$ cat config.mk
export PLATFORM = sky130hd
export DESIGN_NAME = uart_tx_frame
export DESIGN_NICKNAME = d
export VERILOG_FILES = /design/src/rtl/uart_tx_frame.sv
export SDC_FILE = /design/constraint.sdc
export NUM_CORES = 1
export LEC_CHECK = 0
export CORE_ASPECT_RATIO = 2
export CORE_MARGIN = 2
export CORE_UTILIZATION = 39
export CTS_CLUSTER_DIAMETER = 100
export DETAILED_ROUTE_END_ITERATION = 7
export DONT_BUFFER_PORTS = 1
export PLACE_DENSITY = 0.55
export SLEW_MARGIN = 30
export SYNTH_ARGS = -nofsm -noshare
export SYNTH_HDL_FRONTEND = slang
export SYNTH_SLANG_ARGS = --single-unit
$ cat constraint.sdc
create_clock -name clk_i -period 1.67 [get_ports clk_i]
set_input_delay 0.2505 -clock clk_i [delete_from_list [all_inputs] [get_ports clk_i]]
set_output_delay 0.2505 -clock clk_i [all_outputs]
set_load 0.02 [all_outputs]
$ cat src/rtl/uart_tx_frame.sv
// Parametrised UART transmitter: configurable data width, parity and stop bits,
// with a one-entry holding register so frames can be sent back-to-back.
module uart_tx_frame #(
    parameter int unsigned CLKS_PER_BIT = 217,
    parameter int unsigned DATA_BITS    = 8,
    parameter int unsigned PARITY_MODE  = 0,
    parameter int unsigned STOP_BITS    = 1
) (
    input  logic                 clk_i,
    input  logic                 rst_n_i,
    input  logic                 tx_dv_i,
    input  logic [DATA_BITS-1:0] tx_byte_i,
    output logic                 tx_ready_o,
    output logic                 tx_active_o,
    output logic                 tx_serial_o,
    output logic                 tx_done_o
);

    localparam int unsigned     CntW     = $clog2(CLKS_PER_BIT);
    localparam logic [CntW-1:0] CntMax   = CntW'(CLKS_PER_BIT - 1);
    localparam int unsigned     IdxW     = 4;
    localparam logic [IdxW-1:0] DataLast = IdxW'(DATA_BITS - 1);
    localparam logic [IdxW-1:0] StopLast = IdxW'(STOP_BITS - 1);

    // Reject illegal configurations at elaboration.
    if (CLKS_PER_BIT < 2 || CLKS_PER_BIT > 65535) begin : g_bad_clks
        $error("uart_tx_frame: CLKS_PER_BIT must be in 2..65535");
    end
    if (DATA_BITS < 5 || DATA_BITS > 9) begin : g_bad_data
        $error("uart_tx_frame: DATA_BITS must be in 5..9");
    end
    if (PARITY_MODE > 2) begin : g_bad_parity
        $error("uart_tx_frame: PARITY_MODE must be 0, 1 or 2");
    end
    if (STOP_BITS < 1 || STOP_BITS > 2) begin : g_bad_stop
        $error("uart_tx_frame: STOP_BITS must be 1 or 2");
    end

    typedef enum logic [2:0] {
        StIdle,
        StStart,
        StData,
        StParity,
        StStop
    } state_e;

    state_e               state_q, state_d;
    logic [CntW-1:0]      cnt_q, cnt_d;
    logic [IdxW-1:0]      idx_q, idx_d;
    logic [DATA_BITS-1:0] shift_q, shift_d;
    logic                 par_q, par_d;
    logic [DATA_BITS-1:0] hold_q, hold_d;
    logic                 hold_valid_q, hold_valid_d;
    logic                 serial_q, serial_d;
    logic                 active_q, active_d;
    logic                 done_q, done_d;
    logic                 bit_end;
    logic                 load;

    // Next-state logic: bit timing, frame sequencing and holding-register handshake.
    always_comb begin
        state_d      = state_q;
        cnt_d        = cnt_q;
        idx_d        = idx_q;
        shift_d      = shift_q;
        par_d        = par_q;
        hold_d       = hold_q;
        hold_valid_d = hold_valid_q;
        serial_d     = serial_q;
        active_d     = active_q;
        done_d       = 1'b0;
        load         = 1'b0;
        bit_end      = (cnt_q == CntMax);

        if (state_q != StIdle) begin
            cnt_d = bit_end ? '0 : cnt_q + 1'b1;
        end

        case (state_q)
            StIdle: begin
                serial_d = 1'b1;
                cnt_d    = '0;
                if (hold_valid_q) begin
                    load = 1'b1;
                end
            end
            StStart: begin
                if (bit_end) begin
                    state_d  = StData;
                    idx_d    = '0;
                    serial_d = shift_q[0];
                end
            end
            StData: begin
                if (bit_end) begin
                    if (idx_q == DataLast) begin
                        if (PARITY_MODE != 0) begin
                            state_d  = StParity;
                            serial_d = par_q;
                        end else begin
                            state_d  = StStop;
                            idx_d    = '0;
                            serial_d = 1'b1;
                        end
                    end else begin
                        idx_d    = idx_q + 1'b1;
                        shift_d  = shift_q >> 1;
                        serial_d = shift_q[1];
                    end
                end
            end
            StParity: begin
                if (bit_end) begin
                    state_d  = StStop;
                    idx_d    = '0;
                    serial_d = 1'b1;
                end
            end
            StStop: begin
                if (bit_end) begin
                    if (idx_q == StopLast) begin
                        done_d = 1'b1;
                        if (hold_valid_q) begin
                            // Chain straight into the next frame with no idle gap.
                            load = 1'b1;
                        end else begin
                            state_d  = StIdle;
                            active_d = 1'b0;
                            serial_d = 1'b1;
                        end
                    end else begin
                        idx_d = idx_q + 1'b1;
                    end
                end
            end
            default: begin
                state_d  = StIdle;
                serial_d = 1'b1;
                active_d = 1'b0;
                cnt_d    = '0;
                idx_d    = '0;
            end
        endcase

        if (load) begin
            state_d  = StStart;
            shift_d  = hold_q;
            // Odd parity inverts the XOR so the total count of ones is odd.
            par_d    = (^hold_q) ^ (PARITY_MODE == 1);
            serial_d = 1'b0;
            active_d = 1'b1;
            cnt_d    = '0;
            idx_d    = '0;
        end

        // Load and acceptance are mutually exclusive: load needs a full hold, acceptance an empty one.
        if (load) begin
            hold_valid_d = 1'b0;
        end else if (tx_dv_i && !hold_valid_q) begin
            hold_valid_d = 1'b1;
            hold_d       = tx_byte_i;
        end
    end

    // State and datapath registers; line idles high in reset.
    always_ff @(posedge clk_i or negedge rst_n_i) begin
        if (!rst_n_i) begin
            state_q      <= StIdle;
            cnt_q        <= '0;
            idx_q        <= '0;
            shift_q      <= '0;
            par_q        <= 1'b0;
            hold_q       <= '0;
            hold_valid_q <= 1'b0;
            serial_q     <= 1'b1;
            active_q     <= 1'b0;
            done_q       <= 1'b0;
        end else begin
            state_q      <= state_d;
            cnt_q        <= cnt_d;
            idx_q        <= idx_d;
            shift_q      <= shift_d;
            par_q        <= par_d;
            hold_q       <= hold_d;
            hold_valid_q <= hold_valid_d;
            serial_q     <= serial_d;
            active_q     <= active_d;
            done_q       <= done_d;
        end
    end

    assign tx_ready_o  = ~hold_valid_q;
    assign tx_active_o = active_q;
    assign tx_serial_o = serial_q;
    assign tx_done_o   = done_q;

endmodule

==> reports/summary.txt <==
Final setup fails: 23
Core Box Area: 0.00434 mm2
Die height: 98.6 um
Post-synth EDFFs: 0
Crit start category: flop
Syn avg cell area: 10.7 um2
Wire length per cell: 16.4 um
Post-place instance area: 0.00198 mm2
Global-route wire length before repair: 7150 um
Proportion of layout cells with a drive suffix above 1: 0.394
Die width: 51.3 um
Pre-CTS WS: -0.161 ns
Distinct cells, synth: 44
GRT Overall Usage: 0.190
Syn_nets: 178
Drt drc: 0
Area share of the largest cell type after synthesis: 0.487
Synthesis-stage register bit count: 35
Sink Count: 35
Status: finished with violations
Fillers: 396
Pwr Total: 0.00285 W
Area contributors post-synth: dfrtp_1 (49%), mux2_2 (4.5%), mux2i_1 (3.4%)
Violated checks: setup timing
Reg2reg path depth: 7
Non-filler cells, final: 262
Area delta synth->final: 34.0%
CP arrival: 1.98 ns
DIE AREA: 0.00506 mm2
Post-synthesis sequential area ratio: 0.503
Worst Path Required: 1.85 ns
Mapped Area: 0.00175 mm2
Ys async rst share: 1.00
Largest net degree at the start of global routing: 36
Initial antenna violation count: 0
Final nets: 222
GP Congestion: 0.806
Fin area: 0.00234 mm2
Clock Skews: 0.00609 ns
Io pins: 15
Count of input and output buffers: 0
Routed Wire Length: 4290 um
Initial detailed-routing violation count: 31
Placed Cells: 239
Slew headroom: 0.695
Count leader, synth: dfrtp_1
Number of CTS-inserted buffers: 5
Clock Pin Slew Worst Setup and Hold Paths: 0.07 ns
Row cnt: 34
Final Worst Setup Slack: -0.130 ns
Minimum clock period: 1.80 ns
DP HPWL: 2880 um
Overflow after GRT: 0
Fin crit share: 1.08
Clk buf depth: 2
Pins over their slew limit: 0
DRT Pass-1 Iters: 4
TritonCTS clock tree: built
Vias: 1446
RSZ-0062 raised after global routing: true
Cells after Synth: 163
Clock root buffer: clkbuf_8
Final setup TNS: -1.03 ns
Hold Path Cell Cnt: 2
Post-DRT Antenna Nets: 0
Synth area leader: dfrtp_1
Hold crit path type: in -> reg
Main synth FF type: dfrtp_1
Later-pin clock latency in the skew report: 0.29 ns
Critical-path maximum fanout: 4
FMAX: 556 MHz
Initial Util: 0.402
H-tree levels: 2
P_leak: 1.11 nW
Via density: 5.52
Vias in the first global route: 1577
Hold Fails Final Rpt: 0
Diodes inserted: 0
Max Cap Violations: 0
Worst setup EP type: flop
Worst-Margin Slew: 0.456 ns
Power Dens Cells: 1220 mW/mm2
CP Class: reg -> reg
IR drop worst, VDD: 930 uV
Synth cell count leaders: dfrtp_1 (34), nand2_1 (14), nor2_1 (14)
Synth Warn #: 0
## layout make-up
cell class / count / area, um2 / share of cell area
well taps: 54 / 67.6 / 0.0289
multi-input cells: 117 / 920 / 0.393
clock buffers: 6 / 82.6 / 0.0353
clock inverters: 2 / 35.0 / 0.0150
inverters: 8 / 30.0 / 0.0128
flip-flops and latches: 35 / 877 / 0.375
repair buffers: 40 / 327 / 0.140
## logic make-up after synthesis
family / count (synthesis) / synth area share
mux: 13 / 0.0796
compound gates: 31 / 0.125
simple gates: 61 / 0.194
xor+xnor: 6 / 0.0301
flops: 35 / 0.503
fa+ha+maj: 4 / 0.0287
buf+inv: 13 / 0.0394
## cell usage in the layout (no fill, tap or decap), types with 2 or more instances in the layout
cell type	netlist	routed
inv_1	8	7
mux2i_1	6	6
ha_1	4	2
o21ai_1	1	4
nand3b_1	3	3
buf_6	1	3
nand3_1	11	7
and3_2	2	2
nand2b_1	2	2
nor2b_1	2	2
and3_4	0	2
o21ai_0	10	5
nand3_2	0	4
o21ai_2	0	2
nand2_1	14	13
dfrtp_1	34	34
o22ai_1	2	2
nor4b_1	2	2
nor3b_2	0	2
mux2_2	7	7
xor2_1	5	5
clkbuf_8	0	6
nor2_1	14	13
o211ai_1	3	3
a21oi_1	5	4
buf_4	0	35
## final timing paths
kind / from / to / slack (ns)
max: cnt_q[0] / idx_q[1] / -0.13
min: tx_dv_i / hold_valid_q / 0.08
max reg2reg: cnt_q[0] / idx_q[1] / -0.13
min reg2reg: hold_q[2] / shift_q[2] / 0.48
max in group asynchronous: rst_n_i / tx_serial_o / 0.96
min in group asynchronous: rst_n_i / cnt_q[7] / 0.47
## per-stage QoR
step | hold WS [ns] | util
finish | 0.0821 | 0.539
global placement | -0.0442 | 0.456
floorplan | -0.0451 | -
detailed placement | -0.0442 | 0.456
global route | 0.0782 | 0.539
CTS | 0.0757 | 0.520
## where the power goes
| part | total, W | leakage (nW) | internal (W) | switching (W) |
|---|---|---|---|---|
| clock | 0.000789 | 0.0612 | 0.000483 | 0.000306 |
| combinational | 0.000732 | 0.614 | 0.000382 | 0.000350 |
| sequential | 0.00133 | 0.430 | 0.00112 | 0.000201 |
| total | 0.00285 | 1.11 | 0.00199 | 0.000857 |
## what timing repair did
item | in CTS | in global routing
endpoints found under the hold margin | 35 | 0
cloned | 2 | 0
hold buffers | 2 | 0
endpoints found under the setup margin | 14 | 26
gates resized for setup | 17 | 13
buffers inserted | 6 | 5
pin swaps | 9 | 9
## layer usage
metal	part of all wire	track usage
met4	0.056	0.126
met2	0.55	0.336
met5	0	0
met1	0.36	0.180
met3	0.038	0.0576
## flip-flops by register name, indices dropped and copies added (netlist names)
register      count
cnt_q             8
hold_q            8
shift_q           8
idx_q             4
state_q           3
hold_valid_q      1
tx_active_o       1
tx_done_o         1
tx_serial_o       1
## worst max-delay path: stages, from the launching register on
cell      delay [ns]
dfrtp_1         0.38
inv_1           0.06
ha_1            0.14
nand3b_1        0.19
o211ai_1        0.32
o21a_1          0.29
a21oi_1         0.09
a41o_1          0.21
(Power assumes the default switching activity.)
